`src/rtl/pll_reset_sequencer_pkg.sv`:
```
// Shared definitions for the PLL reset sequencer: state encoding, widths
// and the saturating lock-loss counter helper.
package pll_seq_pkg;

  localparam int STATE_W = 3;

  typedef enum logic [STATE_W-1:0] {
    RST_ASSERT = 3'd0,
    WAIT_LOCK  = 3'd1,
    STABILIZE  = 3'd2,
    READY      = 3'd3,
    FAIL       = 3'd4
  } pll_state_e;

  localparam logic [7:0] LOSS_CNT_MAX = 8'd255;

  // Increment the lock-loss counter, holding at its ceiling.
  function automatic logic [7:0] loss_sat_inc(input logic [7:0] cnt);
    logic [7:0] result;
    if (cnt == LOSS_CNT_MAX) begin
      result = cnt;
    end else begin
      result = cnt + 8'd1;
    end
    return result;
  endfunction

endpackage

```
`src/rtl/pll_reset_sequencer_if.sv`:
```
// Signal bundle between the PLL reset sequencer and its surroundings
// (PLL pins, software request, downstream reset and status).
interface pll_reset_sequencer_if;
  import pll_seq_pkg::*;

  logic               pll_locked_in;
  logic               sw_reset_req;
  logic               pll_reset;
  logic               logic_reset;
  logic               sys_ready;
  logic               lock_fail;
  logic [3:0]         retry_count;
  logic [7:0]         lock_loss_count;
  logic [STATE_W-1:0] state_out;

  // The sequencer itself.
  modport master (
    input  pll_locked_in,
    input  sw_reset_req,
    output pll_reset,
    output logic_reset,
    output sys_ready,
    output lock_fail,
    output retry_count,
    output lock_loss_count,
    output state_out
  );

  // The PLL and the software/downstream side.
  modport slave (
    output pll_locked_in,
    output sw_reset_req,
    input  pll_reset,
    input  logic_reset,
    input  sys_ready,
    input  lock_fail,
    input  retry_count,
    input  lock_loss_count,
    input  state_out
  );

endinterface

```
`src/rtl/pll_reset_sequencer_syn.sv`:
```
// Two-flop synchronizer for a single asynchronous level signal.
module syn_block (
  input  logic clk,
  input  logic rst,
  input  logic en,
  input  logic d,
  output logic q
);

  logic meta_r;
  logic sync_r;

  // Shift the asynchronous input through two flops to settle metastability.
  always_ff @(posedge clk or posedge rst) begin
    if (rst) begin
      meta_r <= 1'b0;
      sync_r <= 1'b0;
    end else if (en) begin
      meta_r <= d;
      sync_r <= meta_r;
    end else begin
      meta_r <= meta_r;
      sync_r <= sync_r;
    end
  end

  assign q = sync_r;

endmodule

```
`src/rtl/pll_reset_sequencer.sv`:
```
// PLL reset sequencer: pulses the PLL reset, waits for lock with timeout
// and bounded retries, qualifies lock stability, then releases the
// downstream logic reset. Re-sequences on lock loss or software request.
module pll_reset_sequencer
  import pll_seq_pkg::*;
#(
  parameter int RST_PULSE_CYCLES    = 16,
  parameter int LOCK_TIMEOUT_CYCLES = 200000,
  parameter int STABLE_CYCLES       = 1024,
  parameter int MAX_RETRIES         = 7,
  parameter int CNT_W               = 18
) (
  input  logic                  clk,
  input  logic                  g_reset,
  pll_reset_sequencer_if.master bus
);

  // Terminal timer values: each timed state leaves on the cycle its timer
  // reaches these, so the shared timer never wraps.
  localparam logic [CNT_W-1:0] PULSE_LAST   = CNT_W'(RST_PULSE_CYCLES - 1);
  localparam logic [CNT_W-1:0] TIMEOUT_LAST = CNT_W'(LOCK_TIMEOUT_CYCLES - 1);
  localparam logic [CNT_W-1:0] STABLE_LAST  = CNT_W'(STABLE_CYCLES - 1);
  localparam logic [CNT_W-1:0] TIMER_ZERO   = {CNT_W{1'b0}};
  localparam logic [CNT_W-1:0] TIMER_ONE    = {{(CNT_W-1){1'b0}}, 1'b1};
  localparam logic [3:0]       RETRY_LIMIT  = 4'(MAX_RETRIES);

  pll_state_e       state_r;
  pll_state_e       state_nxt_s;
  logic [CNT_W-1:0] timer_r;
  logic [CNT_W-1:0] timer_nxt_s;
  logic [3:0]       retry_r;
  logic [3:0]       retry_nxt_s;
  logic [7:0]       loss_r;
  logic [7:0]       loss_nxt_s;

  logic             pll_reset_r;
  logic             logic_reset_r;
  logic             sys_ready_r;
  logic             lock_fail_r;
  logic             pll_reset_nxt_s;
  logic             logic_reset_nxt_s;
  logic             sys_ready_nxt_s;
  logic             lock_fail_nxt_s;

  logic             locked_s;

  syn_block u_lock_sync (
    .clk (clk),
    .rst (g_reset),
    .en  (1'b1),
    .d   (bus.pll_locked_in),
    .q   (locked_s)
  );

  // Next-state, timer and counter logic; a software request overrides
  // every other event in the same cycle.
  always_comb begin
    state_nxt_s = state_r;
    timer_nxt_s = timer_r;
    retry_nxt_s = retry_r;
    loss_nxt_s  = loss_r;
    if (bus.sw_reset_req) begin
      state_nxt_s = RST_ASSERT;
      timer_nxt_s = TIMER_ZERO;
      retry_nxt_s = 4'd0;
    end else begin
      case (state_r)
        RST_ASSERT: begin
          if (timer_r == PULSE_LAST) begin
            state_nxt_s = WAIT_LOCK;
            timer_nxt_s = TIMER_ZERO;
          end else begin
            timer_nxt_s = timer_r + TIMER_ONE;
          end
        end
        WAIT_LOCK: begin
          // Lock takes priority over a timeout landing in the same cycle.
          if (locked_s) begin
            state_nxt_s = STABILIZE;
            timer_nxt_s = TIMER_ZERO;
          end else if (timer_r == TIMEOUT_LAST) begin
            timer_nxt_s = TIMER_ZERO;
            if (retry_r < RETRY_LIMIT) begin
              retry_nxt_s = retry_r + 4'd1;
              state_nxt_s = RST_ASSERT;
            end else begin
              state_nxt_s = FAIL;
            end
          end else begin
            timer_nxt_s = timer_r + TIMER_ONE;
          end
        end
        STABILIZE: begin
          // A lock glitch here restarts the lock wait without a retry.
          if (!locked_s) begin
            state_nxt_s = WAIT_LOCK;
            timer_nxt_s = TIMER_ZERO;
          end else if (timer_r == STABLE_LAST) begin
            state_nxt_s = READY;
            timer_nxt_s = TIMER_ZERO;
          end else begin
            timer_nxt_s = timer_r + TIMER_ONE;
          end
        end
        READY: begin
          if (!locked_s) begin
            loss_nxt_s  = loss_sat_inc(loss_r);
            retry_nxt_s = 4'd0;
            state_nxt_s = RST_ASSERT;
            timer_nxt_s = TIMER_ZERO;
          end else begin
            timer_nxt_s = TIMER_ZERO;
          end
        end
        FAIL: begin
          timer_nxt_s = TIMER_ZERO;
        end
        default: begin
          state_nxt_s = RST_ASSERT;
          timer_nxt_s = TIMER_ZERO;
          retry_nxt_s = 4'd0;
        end
      endcase
    end
  end

  // Output values decoded from the next state so they register together
  // with the state itself.
  always_comb begin
    pll_reset_nxt_s   = 1'b1;
    logic_reset_nxt_s = 1'b1;
    sys_ready_nxt_s   = 1'b0;
    lock_fail_nxt_s   = 1'b0;
    case (state_nxt_s)
      RST_ASSERT: begin
        pll_reset_nxt_s = 1'b1;
      end
      WAIT_LOCK, STABILIZE: begin
        pll_reset_nxt_s = 1'b0;
      end
      READY: begin
        pll_reset_nxt_s   = 1'b0;
        logic_reset_nxt_s = 1'b0;
        sys_ready_nxt_s   = 1'b1;
      end
      FAIL: begin
        pll_reset_nxt_s = 1'b0;
        lock_fail_nxt_s = 1'b1;
      end
      default: begin
        pll_reset_nxt_s = 1'b1;
      end
    endcase
  end

  // State, timer and counter registers.
  always_ff @(posedge clk or posedge g_reset) begin
    if (g_reset) begin
      state_r <= RST_ASSERT;
      timer_r <= TIMER_ZERO;
      retry_r <= 4'd0;
      loss_r  <= 8'd0;
    end else begin
      state_r <= state_nxt_s;
      timer_r <= timer_nxt_s;
      retry_r <= retry_nxt_s;
      loss_r  <= loss_nxt_s;
    end
  end

  // Registered control and status outputs.
  always_ff @(posedge clk or posedge g_reset) begin
    if (g_reset) begin
      pll_reset_r   <= 1'b1;
      logic_reset_r <= 1'b1;
      sys_ready_r   <= 1'b0;
      lock_fail_r   <= 1'b0;
    end else begin
      pll_reset_r   <= pll_reset_nxt_s;
      logic_reset_r <= logic_reset_nxt_s;
      sys_ready_r   <= sys_ready_nxt_s;
      lock_fail_r   <= lock_fail_nxt_s;
    end
  end

  assign bus.pll_reset       = pll_reset_r;
  assign bus.logic_reset     = logic_reset_r;
  assign bus.sys_ready       = sys_ready_r;
  assign bus.lock_fail       = lock_fail_r;
  assign bus.retry_count     = retry_r;
  assign bus.lock_loss_count = loss_r;
  assign bus.state_out       = state_r;

endmodule
```
`src/flat_wrapper.sv`:
```
// flat-port wrapper written by rule: the top's interface ports become plain ports
module pll_reset_sequencer_flat import pll_seq_pkg::*;
#(
  parameter int RST_PULSE_CYCLES    = 16,
  parameter int LOCK_TIMEOUT_CYCLES = 200000,
  parameter int STABLE_CYCLES       = 1024,
  parameter int MAX_RETRIES         = 7,
  parameter int CNT_W               = 18
)
  (clk, g_reset, bus_pll_locked_in, bus_sw_reset_req, bus_pll_reset, bus_logic_reset, bus_sys_ready, bus_lock_fail, bus_retry_count, bus_lock_loss_count, bus_state_out);
  pll_reset_sequencer_if bus_i ();
  input  logic clk;
  input  logic g_reset;
  input wire logic [$bits(bus_i.pll_locked_in)-1:0] bus_pll_locked_in;
  input wire logic [$bits(bus_i.sw_reset_req)-1:0] bus_sw_reset_req;
  output wire logic [$bits(bus_i.pll_reset)-1:0] bus_pll_reset;
  output wire logic [$bits(bus_i.logic_reset)-1:0] bus_logic_reset;
  output wire logic [$bits(bus_i.sys_ready)-1:0] bus_sys_ready;
  output wire logic [$bits(bus_i.lock_fail)-1:0] bus_lock_fail;
  output wire logic [$bits(bus_i.retry_count)-1:0] bus_retry_count;
  output wire logic [$bits(bus_i.lock_loss_count)-1:0] bus_lock_loss_count;
  output wire logic [$bits(bus_i.state_out)-1:0] bus_state_out;
  assign bus_i.pll_locked_in = bus_pll_locked_in;
  assign bus_i.sw_reset_req = bus_sw_reset_req;
  assign bus_pll_reset = bus_i.pll_reset;
  assign bus_logic_reset = bus_i.logic_reset;
  assign bus_sys_ready = bus_i.sys_ready;
  assign bus_lock_fail = bus_i.lock_fail;
  assign bus_retry_count = bus_i.retry_count;
  assign bus_lock_loss_count = bus_i.lock_loss_count;
  assign bus_state_out = bus_i.state_out;
  pll_reset_sequencer #(.RST_PULSE_CYCLES(RST_PULSE_CYCLES), .LOCK_TIMEOUT_CYCLES(LOCK_TIMEOUT_CYCLES), .STABLE_CYCLES(STABLE_CYCLES), .MAX_RETRIES(MAX_RETRIES), .CNT_W(CNT_W)) u_core (.clk(clk), .g_reset(g_reset), .bus(bus_i));
endmodule
```
`config.mk`:
```
export PLATFORM = sky130hd
export DESIGN_NAME = pll_reset_sequencer_flat
export DESIGN_NICKNAME = d
export VERILOG_FILES = /design/src/rtl/pll_reset_sequencer_pkg.sv /design/src/rtl/pll_reset_sequencer_if.sv /design/src/rtl/pll_reset_sequencer_syn.sv /design/src/rtl/pll_reset_sequencer.sv /design/src/flat_wrapper.sv
export SDC_FILE = /design/constraint.sdc
export NUM_CORES = 1
export LEC_CHECK = 0
export CAP_MARGIN = 40
export CORE_ASPECT_RATIO = 0.9
export CORE_MARGIN = 2
export CORE_UTILIZATION = 55
export DETAILED_ROUTE_END_ITERATION = 16
export PLACE_DENSITY = 0.89
export SLEW_MARGIN = 20
export SYNTH_ARGS = -nofsm -noshare
export SYNTH_HDL_FRONTEND = slang
export SYNTH_SLANG_ARGS = --single-unit
```
`constraint.sdc`:
```
create_clock -name clk -period 2.4 [get_ports clk]
set_input_delay 0.48 -clock clk [delete_from_list [all_inputs] [get_ports clk]]
set_output_delay 0.48 -clock clk [all_outputs]
set_load 0.01 [all_outputs]
```
==> results by group <==
Synthesis
  – Synthesized area: 1890 um^2
  – Cell with the most instances after synthesis: dfrtp_1
  – Register area share after synthesis: 0.518
  – Post-synth EDFFs: 0
  – Asr flop ratio synth: 1.00
  – Post-Syn Area per Cell: 10.2 um^2
  – Mapped Cells: approximately 190
  – Synth Warn #: 0
  – Syn_nets: just under 200
  – Synth cell types: between 40 and 50
  – FF+latch count, synth: 39
  – List of most frequent post-synthesis cells: dfrtp_1 (37), nor2_1 (29), xnor2_1 (18)
  – Post-synth top flop: dfrtp_1
  – Largest cells by area after synthesis: dfrtp_1 (49%), xnor2_1 (8.3%), nor2_1 (5.8%)
  – Synth top area share: 0.490
  – Synth area leader: dfrtp_1

Clock network
  – Clk buf depth: 2
  – CTS resizes: 0
  – H-tree depth: 2
  – Cts hold-fix bufs: 0
  – Clk_lat worst skew: ~0.29 ns
  – CTS tree: yes
  – Reg clk slew, reported paths: roughly 0.070 ns
  – Clock Tree Root: clkbuf_8
  – Clock sink count: 39
  – TritonCTS Buffers: 5
  – Post CTS Setup Buffer Count: 0

Global routing
  – Grt ovf: 0
  – GR peak layer: met2
  – Routing usage on met3: 0.0646
  – First-pass GRT wire length: 6200 um
  – Met2 usage: 0.339
  – Initial antenna violation count: 0
  – Met1 usage: 0.270
  – Vias in the first global route: 1370
  – Total track usage: 0.213
  – Largest net degree at the start of global routing: 40

Floorplanning
  – Initial Util: 0.568
  – Rows: 20
  – Die Wd: 65.8 um
  – I/O pins: 23
  – Die ar.: approximately 3900 um^2
  – Die Y: approximately 60 um
  – Core Footprint: 3330 um^2

Cells and area
  – Share of layout cells above drive strength 1: 0.0888
  – Area Growth Syn to Fin: 19.9%
  – Nets: about 220
  – Diode count: 0
  – Finished Cell Area: between 2000 and 2500 um^2

Power and ir drop
  – Worst IR Drop VDD: roughly 390 uV
  – Leak Pwr: 0.955 nW
  – Total power: roughly 1.2 mW
  – Pwr dens: 542 nW/um^2

STA
  – Fin crit share: 0.854
  – Final Critical Period: 2.05 ns
  – Max-slew headroom: 0.677
  – Clock Skew: 0.00735 ns
  – Worst-margin pin slew: around 0.48 ns
  – Peak Freq: 488 MHz
  – RSZ-0062 raised after global routing: no
  – Slew Viols, Final: 0
  – Setup slack after layout: between 0.3 and 0.4 ns
  – Hold slack: 0.362 ns
  – # setup viols final: 0
  – Fin. Hold Viols: 0
  – Setup tns final: 0 ns

Critical path
  – CP Launch Type: flop
  – Reg2reg setup slack: about 0.35 ns
  – R2R Path End: u_core.timer_r[11]
  – CP Max Fanout: 18
  – CP arrival: between 2 and 2.5 ns
  – Worst r2r path cells: 7
  – CP Class: flop to flop
  – Worst endpoint required time: approximately 2.6 ns
  – Setup crit end kind: flop
  – Critical R2R Launch: u_core.timer_r[0]

Route
  – DR WL/cell: about 15 um
  – Final ANT Viol Nets: 0
  – DR iter-0 viols: 86
  – Drt via density: about 5.6
  – Drt pass-1 iters: 5
  – DR vias: between 1000 and 1500
  – DRC: 0
  – Post-Route WL: 3740 um

Placement
  – Dpl ws: 0.118 ns
  – Placed cell areas: 2160 um^2
  – GPL Wtd Cong: ~0.95
  – # port buffers: 22
  – Dpl hpwl: 2420 um

Min path
  – Hold Path Stages: 0
  – Hold endpoint: u_core.u_lock_sync.q
  – Hold WC Path Type: flop to flop
  – Min-delay src: u_core.u_lock_sync.meta_r

Job
  – Max Cap Viol: 0

Run status
  – Run status: finished clean
flip-flops by register name, summed over array words and instances, names as in the netlist:
signal                      cells
u_core.bus.lock_loss_count      8
u_core.bus.retry_count          4
u_core.bus.lock_fail            1
u_core.u_lock_sync.meta_r       1
u_core.timer_r                 18
u_core.u_lock_sync.q            1
u_core.bus.logic_reset          1
u_core.bus.pll_reset            1
u_core.bus.state_out            3
u_core.bus.sys_ready            1
per-stage QoR:
| step | utilization | cells |
|---|---|---|
| floorplan | - | 186 |
| global placement | 0.650 | 251 |
| detailed placement | 0.650 | 251 |
| CTS | 0.680 | 258 |
| global route | 0.680 | 258 |
| finish | 0.680 | 258 |
routing by layer:
metal | vias to the layer above | wire length, um | part of all wire
li1 | 702 | - | -
met1 | 703 | 1660 | 0.44
met2 | 47 | 1840 | 0.49
met3 | 4 | 206 | 0.055
met4 | 0 | 36 | 0.0096
met5 | - | 0 | 0
worst max-delay path: stages (launching register included):
cell	delay [ns]
dfrtp_1	0.40
ha_1	0.23
and3_1	0.27
and2_0	0.26
and2_1	0.20
o311a_1	0.28
buf_4	0.20
nor2_1	0.14
area by class of cell:
cell class              instances  area (um^2)
well taps                      44         55.1
multi-input cells             133          837
clock buffers                   6         72.6
inverters                       7         26.3
flip-flops and latches         39          978
clock inverters                 1         30.0
repair buffers                 28          265
fillers                       251         1060
worst max-delay path by stage:
stage / startpoint / to / slack (ns) / cells after the start
4_1_cts: u_core.timer_r[0] / u_core.timer_r[15] / 0.35 / 7
2_1_floorplan: u_core.timer_r[0] / u_core.timer_r[10] / 0.43 / 9
3_3_place_gp: bus_sw_reset_req / u_core.timer_r[1] / 0.18 / 5
3_5_place_dp: bus_sw_reset_req / u_core.timer_r[15] / 0.12 / 5
5_1_grt: u_core.timer_r[0] / u_core.bus.pll_reset / 0.17 / 6
6_report: u_core.timer_r[0] / u_core.timer_r[11] / 0.35 / 7
where the power goes:
| group | leakage, nW | switching, mW | total [mW] | internal, mW |
|---|---|---|---|---|
| Combinational | 0.373 | 0.0263 | 0.0437 | 0.0174 |
| Sequential | 0.531 | 0.00649 | 0.670 | 0.664 |
| Clock | 0.0513 | 0.209 | 0.513 | 0.304 |
cell families after synthesis:
group,share of synthesized area
xor+xnor,0.116
mux,0.00596
compound gates,0.0742
fa+ha+maj,0.0199
flops,0.518
buf+inv,0.0391
simple gates,0.227
layout by cell type, fill, tap and decap left out, types with 2 or more instances in the layout:
master,synthesis,routed
dfstp_2,2,2
inv_1,6,6
nand2_1,10,10
buf_4,1,6
and3_1,2,2
xnor2_1,18,18
ha_1,3,3
nor2b_1,3,3
nand3_1,7,7
nand2b_1,2,2
dfrtp_1,37,37
nand4_1,7,7
nor3_1,6,6
o21ai_0,3,3
o21a_1,2,2
clkbuf_8,0,5
clkdlybuf4s50_1,0,22
a21oi_1,7,7
nor2_1,29,29
nor4_1,4,4
and4_1,3,3
xor2_1,7,7
and2_1,4,4
Note: power is estimated with default switching activity, not from simulation.
